==> config.mk <==
export PLATFORM = sky130hd
export DESIGN_NAME = spi_ahb_loader_flat
export DESIGN_NICKNAME = d
export VERILOG_FILES = /design/src/rtl/spi_ahb_pkg.sv /design/src/rtl/spi_ahb_loader_if.sv /design/src/rtl/spi_slave_shifter.sv /design/src/rtl/spi_ahb_loader.sv /design/src/flat_wrapper.sv
export SDC_FILE = /design/constraint.sdc
export NUM_CORES = 1
export LEC_CHECK = 0
export CORE_AREA = 5 5 181 183
export DETAILED_ROUTE_END_ITERATION = 12
export DIE_AREA = 0 0 186 188
export SKIP_CTS_REPAIR_TIMING = 1
export SYNTH_ARGS = -nofsm -noshare
export SYNTH_HDL_FRONTEND = slang
export SYNTH_SLANG_ARGS = --single-unit
==> constraint.sdc <==
create_clock -name clk -period 2.1 [get_ports clk]
set_input_delay 0.42 -clock clk [delete_from_list [all_inputs] [get_ports clk]]
set_output_delay 0.42 -clock clk [all_outputs]
set_load 0.02 [all_outputs]
==> src/rtl/spi_ahb_pkg.sv <==
// rtl/spi_ahb_pkg.sv - shared constants, types and helpers for the SPI-to-AHB loader
package spi_ahb_pkg;

  localparam logic [7:0] CMD_WRITE = 8'h01;
  localparam logic [7:0] CMD_READ  = 8'h02;
  localparam logic [7:0] CMD_RUN   = 8'h03;

  localparam logic [1:0] HTRANS_IDLE   = 2'b00;
  localparam logic [1:0] HTRANS_NONSEQ = 2'b10;
  localparam logic [2:0] HSIZE_WORD    = 3'b010;
  localparam logic [2:0] HBURST_SINGLE = 3'b000;

  localparam int                FRAME_BITS = 72;
  localparam int                CNT_W      = 7;
  localparam logic [CNT_W-1:0]  FRAME_CNT  = 7'(FRAME_BITS);

  typedef enum logic [1:0] {
    ST_IDLE = 2'd0,
    ST_ADDR = 2'd1,
    ST_DATA = 2'd2
  } ahb_state_e;

  typedef struct packed {
    logic [7:0]  cmd;
    logic [31:0] addr;
    logic [31:0] data;
  } frame_t;

  function automatic logic [7:0] status_byte(input logic ovr, input logic err, input logic run);
    return {5'b0, ovr, err, run};
  endfunction

endpackage

==> src/rtl/spi_ahb_loader_if.sv <==
// rtl/spi_ahb_loader_if.sv - AHB-lite master-side bus bundle driven by the loader
interface spi_ahb_loader_if;

  logic [31:0] spi_haddr;
  logic        spi_hwrite;
  logic [2:0]  spi_hsize;
  logic [2:0]  spi_hburst;
  logic        spi_hmastlock;
  logic [3:0]  spi_hprot;
  logic [1:0]  spi_htrans;
  logic [31:0] spi_hwdata;
  logic [31:0] spi_hrdata;
  logic        spi_hready;
  logic        spi_hresp;

  modport master (
    output spi_haddr, spi_hwrite, spi_hsize, spi_hburst, spi_hmastlock,
           spi_hprot, spi_htrans, spi_hwdata,
    input  spi_hrdata, spi_hready, spi_hresp
  );

  modport slave (
    input  spi_haddr, spi_hwrite, spi_hsize, spi_hburst, spi_hmastlock,
           spi_hprot, spi_htrans, spi_hwdata,
    output spi_hrdata, spi_hready, spi_hresp
  );

endinterface

==> src/rtl/spi_slave_shifter.sv <==
// rtl/spi_slave_shifter.sv - SPI mode-0 slave: synchronisers, 72-bit RX/TX shift, frame strobes
module spi_slave_shifter
  import spi_ahb_pkg::*;
#(
  parameter int SYNC_STAGES = 2
) (
  input  logic        clk_i,
  input  logic        reset_i,
  input  logic        spi_sclk_i,
  input  logic        spi_cs_n_i,
  input  logic        spi_mosi_i,
  output logic        spi_miso_o,
  input  logic [39:0] tx_head_i,
  output frame_t      frame_o,
  output logic        frame_done_o,
  output logic        frame_abort_o
);

  logic [SYNC_STAGES-1:0] sclk_sync_q, cs_sync_q, mosi_sync_q;
  logic                   sclk_prev_q, cs_prev_q;
  logic [FRAME_BITS-1:0]  rx_q, rx_d, tx_q, tx_d;
  logic [CNT_W-1:0]       cnt_q, cnt_d;
  logic                   miso_q, miso_d;
  logic                   done_q, done_d, abort_q, abort_d;

  logic sclk_s, cs_s, mosi_s;
  logic sclk_rise, sclk_fall, cs_fall, cs_rise;

  assign sclk_s = sclk_sync_q[SYNC_STAGES-1];
  assign cs_s   = cs_sync_q[SYNC_STAGES-1];
  assign mosi_s = mosi_sync_q[SYNC_STAGES-1];

  assign sclk_rise = sclk_s & ~sclk_prev_q;
  assign sclk_fall = ~sclk_s & sclk_prev_q;
  assign cs_fall   = ~cs_s & cs_prev_q;
  assign cs_rise   = cs_s & ~cs_prev_q;

  always_comb begin
    rx_d    = rx_q;
    tx_d    = tx_q;
    cnt_d   = cnt_q;
    miso_d  = miso_q;
    done_d  = 1'b0;
    abort_d = 1'b0;
    if (cs_fall) begin
      // MSB must be on miso before the host's first rising edge
      tx_d   = {tx_head_i, 32'h0};
      miso_d = tx_head_i[39];
      cnt_d  = '0;
    end else if (cs_rise) begin
      abort_d = (cnt_q != FRAME_CNT);
      cnt_d   = '0;
    end else if (!cs_s) begin
      if (sclk_rise && (cnt_q < FRAME_CNT)) begin
        rx_d   = {rx_q[FRAME_BITS-2:0], mosi_s};
        cnt_d  = cnt_q + 7'd1;
        done_d = (cnt_q == FRAME_CNT - 7'd1);
      end
      if (sclk_fall) begin
        tx_d   = {tx_q[FRAME_BITS-2:0], 1'b0};
        miso_d = tx_q[FRAME_BITS-2];
      end
    end
  end

  always_ff @(posedge clk_i) begin
    if (reset_i) begin
      sclk_sync_q <= '0;
      cs_sync_q   <= '1;
      mosi_sync_q <= '0;
      sclk_prev_q <= 1'b0;
      cs_prev_q   <= 1'b1;
      rx_q        <= '0;
      tx_q        <= '0;
      cnt_q       <= '0;
      miso_q      <= 1'b0;
      done_q      <= 1'b0;
      abort_q     <= 1'b0;
    end else begin
      sclk_sync_q <= {sclk_sync_q[SYNC_STAGES-2:0], spi_sclk_i};
      cs_sync_q   <= {cs_sync_q[SYNC_STAGES-2:0], spi_cs_n_i};
      mosi_sync_q <= {mosi_sync_q[SYNC_STAGES-2:0], spi_mosi_i};
      sclk_prev_q <= sclk_s;
      cs_prev_q   <= cs_s;
      rx_q        <= rx_d;
      tx_q        <= tx_d;
      cnt_q       <= cnt_d;
      miso_q      <= miso_d;
      done_q      <= done_d;
      abort_q     <= abort_d;
    end
  end

  assign spi_miso_o    = miso_q;
  assign frame_o       = frame_t'(rx_q);
  assign frame_done_o  = done_q;
  assign frame_abort_o = abort_q;

endmodule

==> src/rtl/spi_ahb_loader.sv <==
// rtl/spi_ahb_loader.sv - SPI-slave to AHB-lite master bridge with command decode and status flags
module spi_ahb_loader
  import spi_ahb_pkg::*;
#(
  parameter int         SYNC_STAGES = 2,
  parameter logic [3:0] HPROT_VAL   = 4'b0011
) (
  input  logic              clk,
  input  logic              reset,
  input  logic              spi_sclk,
  input  logic              spi_cs_n,
  input  logic              spi_mosi,
  output logic              spi_miso,
  output logic              SPI_change,
  spi_ahb_loader_if.master  ahb
);

  frame_t frame;
  logic   frame_done, frame_abort, frame_valid;

  ahb_state_e  state_q, state_d;
  logic [31:0] haddr_q, haddr_d;
  logic        hwrite_q, hwrite_d;
  logic [31:0] wdata_q, wdata_d;
  logic [31:0] hwdata_q, hwdata_d;
  logic [31:0] rdata_q, rdata_d;
  logic        ovr_q, ovr_d, err_q, err_d, run_q, run_d;
  logic        change_q, change_d;

  spi_slave_shifter #(
    .SYNC_STAGES (SYNC_STAGES)
  ) u_shifter (
    .clk_i         (clk),
    .reset_i       (reset),
    .spi_sclk_i    (spi_sclk),
    .spi_cs_n_i    (spi_cs_n),
    .spi_mosi_i    (spi_mosi),
    .spi_miso_o    (spi_miso),
    .tx_head_i     ({status_byte(ovr_q, err_q, run_q), rdata_q}),
    .frame_o       (frame),
    .frame_done_o  (frame_done),
    .frame_abort_o (frame_abort)
  );

  assign frame_valid = frame_done & ~frame_abort;

  always_comb begin
    state_d  = state_q;
    haddr_d  = haddr_q;
    hwrite_d = hwrite_q;
    wdata_d  = wdata_q;
    hwdata_d = hwdata_q;
    rdata_d  = rdata_q;
    ovr_d    = ovr_q;
    err_d    = err_q;
    run_d    = run_q;
    change_d = 1'b0;
    case (state_q)
      ST_IDLE: begin
        if (frame_valid && !run_q) begin
          case (frame.cmd)
            CMD_WRITE, CMD_READ: begin
              state_d  = ST_ADDR;
              haddr_d  = frame.addr & ~32'h3;
              hwrite_d = (frame.cmd == CMD_WRITE);
              wdata_d  = frame.data;
            end
            CMD_RUN: begin
              change_d = 1'b1;
              run_d    = 1'b1;
            end
            default: ;
          endcase
        end
      end
      ST_ADDR: begin
        if (ahb.spi_hready) begin
          state_d = ST_DATA;
          if (hwrite_q) hwdata_d = wdata_q;
        end
      end
      ST_DATA: begin
        if (ahb.spi_hready) begin
          state_d = ST_IDLE;
          if (ahb.spi_hresp) err_d = 1'b1;
          else if (!hwrite_q) rdata_d = ahb.spi_hrdata;
        end
      end
      default: state_d = ST_IDLE;
    endcase
    // A frame arriving mid-transfer is lost; once running, frames are ignored without trace
    if (frame_valid && !run_q && (state_q != ST_IDLE)) ovr_d = 1'b1;
  end

  always_ff @(posedge clk) begin
    if (reset) begin
      state_q  <= ST_IDLE;
      haddr_q  <= '0;
      hwrite_q <= 1'b0;
      wdata_q  <= '0;
      hwdata_q <= '0;
      rdata_q  <= '0;
      ovr_q    <= 1'b0;
      err_q    <= 1'b0;
      run_q    <= 1'b0;
      change_q <= 1'b0;
    end else begin
      state_q  <= state_d;
      haddr_q  <= haddr_d;
      hwrite_q <= hwrite_d;
      wdata_q  <= wdata_d;
      hwdata_q <= hwdata_d;
      rdata_q  <= rdata_d;
      ovr_q    <= ovr_d;
      err_q    <= err_d;
      run_q    <= run_d;
      change_q <= change_d;
    end
  end

  assign ahb.spi_haddr     = haddr_q;
  assign ahb.spi_hwrite    = hwrite_q;
  assign ahb.spi_hsize     = HSIZE_WORD;
  assign ahb.spi_hburst    = HBURST_SINGLE;
  assign ahb.spi_hmastlock = 1'b0;
  assign ahb.spi_hprot     = HPROT_VAL;
  assign ahb.spi_htrans    = (state_q == ST_ADDR) ? HTRANS_NONSEQ : HTRANS_IDLE;
  assign ahb.spi_hwdata    = hwdata_q;
  assign SPI_change        = change_q;

endmodule
==> src/flat_wrapper.sv <==
// flat-port wrapper written by rule: the top's interface ports become plain ports
module spi_ahb_loader_flat import spi_ahb_pkg::*;
#(
  parameter int         SYNC_STAGES = 2,
  parameter logic [3:0] HPROT_VAL   = 4'b0011
)
  (clk, reset, spi_sclk, spi_cs_n, spi_mosi, spi_miso, SPI_change, ahb_spi_haddr, ahb_spi_hwrite, ahb_spi_hsize, ahb_spi_hburst, ahb_spi_hmastlock, ahb_spi_hprot, ahb_spi_htrans, ahb_spi_hwdata, ahb_spi_hrdata, ahb_spi_hready, ahb_spi_hresp);
  spi_ahb_loader_if ahb_i ();
  input  logic clk;
  input  logic reset;
  input  logic spi_sclk;
  input  logic spi_cs_n;
  input  logic spi_mosi;
  output logic spi_miso;
  output logic SPI_change;
  output wire logic [$bits(ahb_i.spi_haddr)-1:0] ahb_spi_haddr;
  output wire logic [$bits(ahb_i.spi_hwrite)-1:0] ahb_spi_hwrite;
  output wire logic [$bits(ahb_i.spi_hsize)-1:0] ahb_spi_hsize;
  output wire logic [$bits(ahb_i.spi_hburst)-1:0] ahb_spi_hburst;
  output wire logic [$bits(ahb_i.spi_hmastlock)-1:0] ahb_spi_hmastlock;
  output wire logic [$bits(ahb_i.spi_hprot)-1:0] ahb_spi_hprot;
  output wire logic [$bits(ahb_i.spi_htrans)-1:0] ahb_spi_htrans;
  output wire logic [$bits(ahb_i.spi_hwdata)-1:0] ahb_spi_hwdata;
  input wire logic [$bits(ahb_i.spi_hrdata)-1:0] ahb_spi_hrdata;
  input wire logic [$bits(ahb_i.spi_hready)-1:0] ahb_spi_hready;
  input wire logic [$bits(ahb_i.spi_hresp)-1:0] ahb_spi_hresp;
  assign ahb_spi_haddr = ahb_i.spi_haddr;
  assign ahb_spi_hwrite = ahb_i.spi_hwrite;
  assign ahb_spi_hsize = ahb_i.spi_hsize;
  assign ahb_spi_hburst = ahb_i.spi_hburst;
  assign ahb_spi_hmastlock = ahb_i.spi_hmastlock;
  assign ahb_spi_hprot = ahb_i.spi_hprot;
  assign ahb_spi_htrans = ahb_i.spi_htrans;
  assign ahb_spi_hwdata = ahb_i.spi_hwdata;
  assign ahb_i.spi_hrdata = ahb_spi_hrdata;
  assign ahb_i.spi_hready = ahb_spi_hready;
  assign ahb_i.spi_hresp = ahb_spi_hresp;
  spi_ahb_loader #(.SYNC_STAGES(SYNC_STAGES), .HPROT_VAL(HPROT_VAL)) u_core (.clk(clk), .reset(reset), .spi_sclk(spi_sclk), .spi_cs_n(spi_cs_n), .spi_mosi(spi_mosi), .spi_miso(spi_miso), .SPI_change(SPI_change), .ahb(ahb_i));
endmodule
==> results of run 1 <==
==> flip-flops by register name, indices dropped and copies added (netlist names), 2 cells and up <==
register                      cells
u_core.u_shifter.cnt_q            7
u_core.wdata_q                   32
u_core.u_shifter.tx_q            39
u_core.ahb.spi_hwdata            32
u_core.state_q                    2
u_core.u_shifter.frame_o         72
u_core.u_shifter.mosi_sync_q      2
u_core.ahb.spi_haddr             30
u_core.u_shifter.cs_sync_q        2
u_core.rdata_q                   32
u_core.u_shifter.sclk_sync_q      2
==> cell usage after synthesis (5+ instances only) <==
| master | number | area [sq um] |
|---|---|---|
| dfxtp_1 | 262 | 5250 |
| mux2i_1 | 141 | 1410 |
| nand3_1 | 37 | 185 |
| buf_4 | 21 | 158 |
| clkbuf_1 | 61 | 229 |
| a211oi_2 | 30 | 375 |
| o21ai_0 | 35 | 175 |
| nor2b_1 | 8 | 50.1 |
| buf_6 | 5 | 56.3 |
| nor2_1 | 14 | 52.6 |
| a21oi_1 | 67 | 335 |
| mux2_2 | 34 | 383 |
| buf_2 | 10 | 50.1 |
| ha_1 | 6 | 75.1 |
| inv_1 | 42 | 158 |
| a211oi_1 | 38 | 285 |
| nand2_1 | 69 | 259 |
| nand2b_1 | 138 | 863 |
==> power by group <==
group	total [mW]	leakage (nW)	switching [mW]	internal, mW
Combinational	0.447	2.27	0.228	0.219
Sequential	5.03	2.11	0.0207	5.01
Clock	5.01	0.472	1.98	3.03
==> per-stage QoR <==
step           hold slack [ns]  util [%]  setup WS [ns]  power (mW)
5_1_grt                  0.323      42.1         0.0803        10.9
2_1_floorplan            0.389         -         0.0485        5.47
4_1_cts                  0.303      42.1         -0.223        10.7
3_3_place_gp             0.417      39.0          0.192        5.59
6_report                 0.320      42.1          0.125        10.5
3_5_place_dp             0.418      39.0          0.138        5.59
==> final timing paths <==
| kind | endpoint | cells after the start | startpoint | slack (ns) |
|---|---|---|---|---|
| worst max-delay path | ahb_spi_hwdata[5] | 1 | u_core.ahb.spi_hwdata[5]$_SDFFE_PP0P_ | 0.12 |
| worst min-delay path | u_core.ahb.spi_hwdata[2]$_SDFFE_PP0P_ | 2 | reset | 0.32 |
| worst max register to register | u_core.u_shifter.tx_q[45]$_SDFFE_PP0P_ | 6 | u_core.u_shifter.cs_sync_q[1]$_SDFF_PP1_ | 0.24 |
| worst min register to register | u_core.u_shifter.cs_sync_q[1]$_SDFF_PP1_ | 1 | u_core.u_shifter.cs_sync_q[0]$_SDFF_PP1_ | 0.43 |
==> routing by layer <==
metal | routed length [microns] | vias to the layer above
li1 | - | 3773
met1 | 11000 | 3546
met2 | 9920 | 116
met3 | 1150 | 36
met4 | 386 | 0
met5 | 0 | -
==> layout make-up <==
| type | count | share of cell area [%] |
|---|---|---|
| clock buffers | 41 | 6.50 |
| clock inverters | 8 | 0.717 |
| inverters | 42 | 1.21 |
| multi-input cells | 676 | 37.1 |
| flip-flops and latches | 262 | 40.1 |
| well taps | 402 | 3.85 |
| repair buffers | 134 | 10.5 |
==> worst register-to-register path, cell delays in order, from the launching register on <==
cell and delay, ns:
dfxtp_2 0.37, inv_1 0.10, ha_1 0.29, buf_4 0.25, mux2_2 0.36, a211oi_1 0.29, a211oi_2 0.07
==> cells by family (layout without fill, tap and decap cells) <==
group	after synthesis	in the layout
AOI/OAI and AO/OA	184	184
xor gates and xnor gates	1	1
DFF	262	262
and+or+nand+nor	295	295
buffers and inverters	141	225
muxes	176	176
other	2	14
adders and majority gates	6	6
==> results.json, run 1 <==
{
  "result_of_the_run": "completed",
  "detailed_place.area_sq_um": 12100,
  "vias": 7471,
  "finalHoldViolCount": 0,
  "critical-path-top-delay-family": "buffers and inverters",
  "synth_compound_area_share_pct": 12.0,
  "leakage_nw": 4.85,
  "area.growth.synth_to_final_pct": 22.2,
  "number_of_antenna_violations_at_the_first_check_in_global_routing": 0,
  "post_synth_xor_area_fraction_pct": 0.0818,
  "clock_tree.htree_level_count": 1,
  "wl_per_cell_microns": 14.4,
  "post_route_cells_drive_above_1_share_pct": 12.7,
  "routed_wl_microns": 22500,
  "insertedDiodeCount": 0,
  "timing.critical_path.to_type": "output port",
  "dr.first_iter.drc_count": 317,
  "cp_cell_sequence": "clkdlybuf4s50_1",
  "crit_path_top_delay_cell": "clkdlybuf4s50_1",
  "placedCellCount": 1516,
  "slew_violations": 0,
  "synth_ff_type": "dfxtp_1",
  "final_cell_mix": "261 x dfxtp_1, 141 x mux2i_1, 138 x nand2b_1, 101 x clkdlybuf4s50_1, 69 x nand2_1",
  "num_io_pins": 119,
  "clkLatencyLatePin_ns": 0.54,
  "place.detailed.hpwl_microns": 13800,
  "clock_skew_ns": 0.0176,
  "post-route-cell-area_sq_um": 13100,
  "synthSimpleGateAreaFrac_pct": 15.2,
  "grt.met1_usage_pct": 17.3,
  "post_synthesis_mean_instance_area_sq_um": 10.0,
  "worstPathArrival_ns": 1.56,
  "num_cts_buffers": 29,
  "cellPowerDensity_nw_per_um2": 802,
  "dieWidth_microns": 186,
  "cts_max_path_buffers": 3,
  "req_time_crit_path_ns": 1.68,
  "final_common_cell": "dfxtp_1",
  "global_route_total_overflow": 0,
  "tightest_slew_ns": 0.754,
  "multi_input_area_sq_um": 4860,
  "die_area_sq_um": 35000,
  "final_min_period_over_clock_period_pct": 94.1,
  "clk_pin_slew_worst_paths_ns": 0.06,
  "largest_net_degree_at_the_start_of_global_routing": 73,
  "rsz0062_at_grt": "false",
  "global_route.peak_usage_layer": "met2",
  "critPathKind": "register to output port",
  "syn-cell-area_sq_um": 10700,
  "clkSinkCount": 262,
  "count_of_maximum_capacitance_violations": 0,
  "fillCellCount": 3064,
  "final-seq-area_sq_um": 5250,
  "grt_pass1_wl_microns": 37600,
  "report.final.setup_viol": 0,
  "row_count": 65,
  "synth_seq_area_share_pct": 49.0,
  "worst_slew_margin_rel_pct": 49.7,
  "die_height_microns": 188,
  "fin_tns_setup_ns": 0,
  "post-route-drc-count": 0,
  "postSynthRegisterBits": 262,
  "nets": 1190,
  "async_reset_ff_share_pct": 0,
  "critical_path.max_fanout": 2,
  "max_freq_mhz": 506,
  "post_detailed_route_count_of_antenna_violating_nets": 0,
  "cts_root_buffer": "clkbuf_16",
  "design.core.area_sq_um": 31100,
  "initial_utilization_pct": 34.5,
  "synth_top_family_by_area": "multiplexers",
  "cts_tree": "built",
  "vdd.ir_drop.worst_v": 0.000524,
  "type_of_origin_of_the_critical_path": "register",
  "synthMuxAreaShare_pct": 16.9,
  "critPathMaxStageDelay_ns": 0.64,
  "synthAdderAreaFrac_pct": 0.701,
  "io_buffer_count": 104,
  "grt_pass1_vias": 7497,
  "holdCritPathClass": "input port to register",
  "ys.warnings.count": 0,
  "minimum_period_implied_by_the_final_worst_setup_slack_ns": 1.98,
  "finalWeightedCongestion": 0.735,
  "grt_use_total_pct": 12.6,
  "stdcell_count": 1565,
  "critPathBufInv": 1,
  "met3_usage_pct": 2.77,
  "drt-pass1-iter-count": 6,
  "drt_via_density": 4.77,
  "unique_cell_type_count_in_the_yosys_netlist": 50,
  "grt.met2_usage_pct": 20.2,
  "synth_edf_count": 0,
  "number_of_instances_in_the_synthesized_netlist": 1067
}
No activity file was read; power rests on OpenSTA's default activity.
==> inputs of run 2 (changes only) <==
- CORE_AREA: 5 5 181 183 -> 5 5 185 187
- DIE_AREA: 0 0 186 188 -> 0 0 190 192
- SYNTH_HIERARCHICAL: not set -> 1
==> results.json, run 2 <==
{
  "minimum_period_implied_by_the_final_worst_setup_slack_ns": 1.95,
  "drt-pass1-iter-count": 5,
  "post_route_cells_drive_above_1_share_pct": 10.0,
  "clock_skew_ns": 0.0207,
  "nets": 1267,
  "grt_use_total_pct": 11.7,
  "synth_area_leaders": "dfxtp_1 47%, mux2i_1 12%, nand2b_1 11%",
  "timing.critical_path.to_type": "output port",
  "post-synth-top-count-cell": "dfxtp_1",
  "io_buffer_count": 104,
  "insertedDiodeCount": 0,
  "cellPowerDensity_nw_per_um2": 755,
  "cts_root_buffer": "clkbuf_16",
  "final_cell_mix": "262 x dfxtp_1, 199 x nand2b_1, 135 x mux2i_1, 101 x clkdlybuf4s50_1, 78 x a211oi_1",
  "grt_pass1_vias": 7576,
  "unique_cell_type_count_in_the_yosys_netlist": 48,
  "final_common_cell": "dfxtp_1",
  "multi_input_area_sq_um": 5200,
  "synth_largest_area_cell": "dfxtp_1",
  "cp_cell_sequence": "clkdlybuf4s50_1",
  "type_of_origin_of_the_critical_path": "register",
  "post_synthesis_mean_instance_area_sq_um": 9.71,
  "postSynthRegisterBits": 262,
  "fillCellCount": 3193,
  "critPathBufInv": 1,
  "final-seq-area_sq_um": 5250,
  "syn-cell-area_sq_um": 11200,
  "cts_tree": "built",
  "largest_net_degree_at_the_start_of_global_routing": 105,
  "routed_wl_microns": 22300,
  "count_of_maximum_capacitance_violations": 0,
  "post-route-drc-count": 0,
  "final_min_period_over_clock_period_pct": 92.7,
  "vdd.ir_drop.worst_v": 0.000531,
  "place.detailed.hpwl_microns": 14000,
  "synth_seq_area_share_pct": 46.9,
  "area.growth.synth_to_final_pct": 20.0,
  "number_of_flip_flops_in_the_largest_register": 72,
  "global_route_total_overflow": 0,
  "synth_edf_count": 0,
  "synth_ff_type": "dfxtp_1",
  "req_time_crit_path_ns": 1.68,
  "slew_violations": 0,
  "leakage_nw": 4.39,
  "yosys-top-cells-count": "262 x dfxtp_1, 199 x nand2b_1, 135 x mux2i_1",
  "rsz0062_at_grt": "false",
  "design.core.area_sq_um": 32300,
  "cts_max_path_buffers": 3,
  "worst_slew_margin_rel_pct": 62.0,
  "report.final.setup_viol": 0,
  "dieWidth_microns": 190,
  "critPathKind": "register to output port",
  "row_count": 66,
  "wl_per_cell_microns": 13.3,
  "post-route-util_pct": 41.6,
  "async_reset_ff_share_pct": 0,
  "worstPathArrival_ns": 1.53,
  "initial_utilization_pct": 34.7,
  "num_io_pins": 119,
  "num_cts_buffers": 29,
  "crit_path_top_delay_cell": "clkdlybuf4s50_1",
  "grt_pass1_wl_microns": 37000,
  "finalWeightedCongestion": 0.769,
  "critical-path-top-delay-family": "buffers and inverters",
  "post_detailed_route_count_of_antenna_violating_nets": 0,
  "clock_tree.htree_level_count": 1,
  "result_of_the_run": "completed",
  "holdCritPathClass": "input port to register",
  "detailed_place.area_sq_um": 12600,
  "synth_largest_type_area_fraction_pct": 46.9,
  "vias": 7803,
  "die_height_microns": 192,
  "number_of_instances_in_the_synthesized_netlist": 1152,
  "critical_path.max_fanout": 2,
  "ys.warnings.count": 6,
  "max_freq_mhz": 514,
  "clkSinkCount": 262,
  "clkLatencyLatePin_ns": 0.54,
  "finalHoldViolCount": 0,
  "number_of_antenna_violations_at_the_first_check_in_global_routing": 0,
  "die_area_sq_um": 36500,
  "critPathMaxStageDelay_ns": 0.62,
  "clk_pin_slew_worst_paths_ns": 0.06,
  "tightest_slew_ns": 0.570,
  "drt_via_density": 4.64,
  "post-route-cell-area_sq_um": 13400,
  "dr.first_iter.drc_count": 347
}
run 2: cell count changes in the layout (fill, tap and decap cells not counted), moves of 6 or more:
cell	previous run	this run
nand2b_1	138	199
a211oi_1	38	78
a211oi_2	30	0
inv_1	42	48
mux2i_1	141	135
run 2: stage by stage:
| step | hold slack (ns) | power (mW) | setup slack, ns | setup TNS (ns) | std cells |
|---|---|---|---|---|---|
| finish | 0.362 | 10.1 | 0.153 | 0 | 1681 |
| global route | 0.387 | 10.6 | 0.0695 | 0 | 1681 |
| CTS | 0.349 | 10.3 | -0.187 | -0.235 | 1681 |
| detailed placement | 0.398 | 5.65 | 0.178 | 0 | 1633 |
| global placement | 0.399 | 5.65 | 0.250 | 0 | 1633 |
| floorplan | 0.389 | 5.50 | 0.338 | 0 | 1169 |
run 2: per-layer routing:
layer	vias up	GRT usage (%)	part of all wire, %
li1	4018	-	-
met1	3614	16.2	48
met2	122	18.6	45
met3	49	1.96	4.2
met4	0	4.20	2.7
met5	-	0	0
run 2: power breakdown:
part           internal (mW)  switching [mW]  total [mW]
Clock                   2.66            1.93        4.59
Combinational          0.244           0.248       0.492
Sequential              5.02          0.0271        5.05
Total                   7.92            2.21        10.1
run 2: cell type report:
type                            instances  share of cell area, %
Clock inverter                          7                  0.317
Timing Repair Buffer                  132                   10.4
Sequential cell                       262                   39.1
Tap cell                              442                   4.12
Inverter                               48                   1.34
Multi-Input combinational cell        749                   38.7
Clock buffer                           41                   6.04
run 2: cells by family (layout without fill, tap and decap cells):
kind of cell | Yosys count | count (layout) | share of synthesized area, %
flops | 262 | 262 | 46.9
fa+ha+maj | 6 | 6 | 0.671
other cells | 2 | 19 | 0.0671
buf+inv | 158 | 228 | 7.40
simple gates | 350 | 350 | 17.9
compound gates | 199 | 199 | 11.0
mux | 174 | 174 | 16.0
xor+xnor | 1 | 1 | 0.0783
run 2: path summary, 6_finish.rpt:
check | from | slack, ns | end | cells after the start
setup reg to reg | u_core/u_shifter/frame_o[69]$_SDFFE_PP0P_ | 0.16 | u_core/ahb.spi_haddr[19]$_SDFFE_PP0P_ | 4
setup / recovery | u_core/ahb.spi_haddr[26]$_SDFFE_PP0P_ | 0.15 | ahb_spi_haddr[26] | 1
hold reg to reg | u_core/u_shifter/cs_sync_q[0]$_SDFF_PP1_ | 0.41 | u_core/u_shifter/cs_sync_q[1]$_SDFF_PP1_ | 1
hold / removal | reset | 0.36 | u_core/u_shifter/mosi_sync_q[1]$_SDFF_PP0_ | 2
==> inputs of run 3 (changes only) <==
- ABC_CLOCK_PERIOD_IN_PS: not set -> 2100
- PLACE_DENSITY_LB_ADDON: not set -> 0.2
==> results.json, run 3 (synthesis results as in run 2) <==
{
  "insertedDiodeCount": 0,
  "post_route_cells_drive_above_1_share_pct": 11.0,
  "clkSinkCount": 262,
  "cp_cell_sequence": "clkdlybuf4s50_1",
  "critPathKind": "register to output port",
  "multi_input_area_sq_um": 5200,
  "clock_skew_ns": 0.00773,
  "clkLatencyLatePin_ns": 0.54,
  "holdCritPathClass": "input port to register",
  "grt_use_total_pct": 12.3,
  "post-layout-total-power_mw": 10.9,
  "vdd.ir_drop.worst_v": 0.000606,
  "cts_root_buffer": "clkbuf_16",
  "vias": 7802,
  "post_detailed_route_count_of_antenna_violating_nets": 0,
  "tightest_slew_ns": 0.565,
  "count_of_maximum_capacitance_violations": 0,
  "routed_wl_microns": 23000,
  "rsz0062_at_grt": "false",
  "leakage_nw": 4.49,
  "post-route-util_pct": 42.3,
  "fillCellCount": 3173,
  "critPathBufInv": 1,
  "slew_violations": 0,
  "dpl_worst_slack_ns": 0.222,
  "req_time_crit_path_ns": 1.68,
  "post-route-cell-area_sq_um": 13700,
  "grt_pass1_vias": 7783,
  "largest_net_degree_at_the_start_of_global_routing": 107,
  "design.core.area_sq_um": 32300,
  "wl_per_cell_microns": 13.6,
  "setup_ws_ns": 0.0758,
  "worst_slew_margin_rel_pct": 62.3,
  "nets": 1272,
  "placedCellCount": 1637,
  "type_of_origin_of_the_critical_path": "register",
  "area.growth.synth_to_final_pct": 22.2,
  "cts_tree": "built",
  "die_area_sq_um": 36500,
  "final_cell_mix": "262 x dfxtp_1, 199 x nand2b_1, 135 x mux2i_1, 102 x clkdlybuf4s50_1, 78 x a211oi_1",
  "max_freq_mhz": 494,
  "io_buffer_count": 104,
  "initial_utilization_pct": 34.7,
  "hold_slack_ns": 0.294,
  "timing.critical_path.to_type": "output port",
  "drt_via_density": 4.61,
  "clock_tree.htree_level_count": 1,
  "minimum_period_implied_by_the_final_worst_setup_slack_ns": 2.02,
  "num_io_pins": 119,
  "cts_max_path_buffers": 3,
  "dr.first_iter.drc_count": 344,
  "stdcell_count": 1693,
  "clk_pin_slew_worst_paths_ns": 0.06,
  "post-route-drc-count": 0,
  "worstPathArrival_ns": 1.60,
  "number_of_antenna_violations_at_the_first_check_in_global_routing": 0,
  "final_min_period_over_clock_period_pct": 96.4,
  "dieWidth_microns": 190,
  "grt_pass1_wl_microns": 38300,
  "result_of_the_run": "completed",
  "num_cts_buffers": 30,
  "critPathMaxStageDelay_ns": 0.64,
  "final-seq-area_sq_um": 5250,
  "place.detailed.hpwl_microns": 14400,
  "critical_path.max_fanout": 3,
  "final_common_cell": "dfxtp_1",
  "global_route_total_overflow": 0,
  "finalHoldViolCount": 0,
  "number_of_flip_flops_in_the_largest_register": 72,
  "report.final.setup_viol": 0,
  "detailed_place.area_sq_um": 12600,
  "row_count": 66,
  "cellPowerDensity_nw_per_um2": 798,
  "critical-path-top-delay-family": "buffers and inverters",
  "finalWeightedCongestion": 0.730,
  "drt-pass1-iter-count": 4,
  "fin_tns_setup_ns": 0,
  "crit_path_top_delay_cell": "clkdlybuf4s50_1",
  "die_height_microns": 192
}
## run 3: cell type report
type | count | share of cell area [%]
well taps | 442 | 4.05
clock buffers | 45 | 6.64
flip-flops and latches | 262 | 38.4
inverters | 48 | 1.32
multi-input cells | 749 | 38.0
repair buffers | 136 | 10.6
clock inverters | 11 | 0.988
## run 3: metal layers
metal / wire (microns) / part of all wire (%) / vias to the layer above / track usage (%)
met5: 0 / 0 / - / 0
li1: - / - / 4042 / -
met1: 11100 / 48 / 3621 / 16.5
met4: 399 / 1.7 / 0 / 3.42
met2: 10600 / 46 / 107 / 20.7
met3: 842 / 3.7 / 32 / 1.91
## run 3: report_power, final
group | total (mW) | leakage [nW] | switching [mW] | internal [mW]
Clock | 5.37 | 0.513 | 2.03 | 3.34
Combinational | 0.495 | 1.86 | 0.252 | 0.243
Sequential | 5.05 | 2.12 | 0.0254 | 5.02
Total | 10.9 | 4.49 | 2.31 | 8.60
## run 3: path summary, 6_finish.rpt
check                                       startpoint                                          to  slack [ns]  depth (start not counted)
min                                              reset  u_core/u_shifter/mosi_sync_q[1]$_SDFF_PP0_        0.29                          2
max                 u_core/ahb.spi_hwrite$_SDFFE_PP0P_                              ahb_spi_hwrite        0.08                          1
min reg2reg   u_core/u_shifter/cs_sync_q[0]$_SDFF_PP1_    u_core/u_shifter/cs_sync_q[1]$_SDFF_PP1_        0.42                          1
max reg2reg  u_core/u_shifter/frame_o[69]$_SDFFE_PP0P_        u_core/ahb.spi_haddr[6]$_SDFFE_PP0P_        0.22                          5
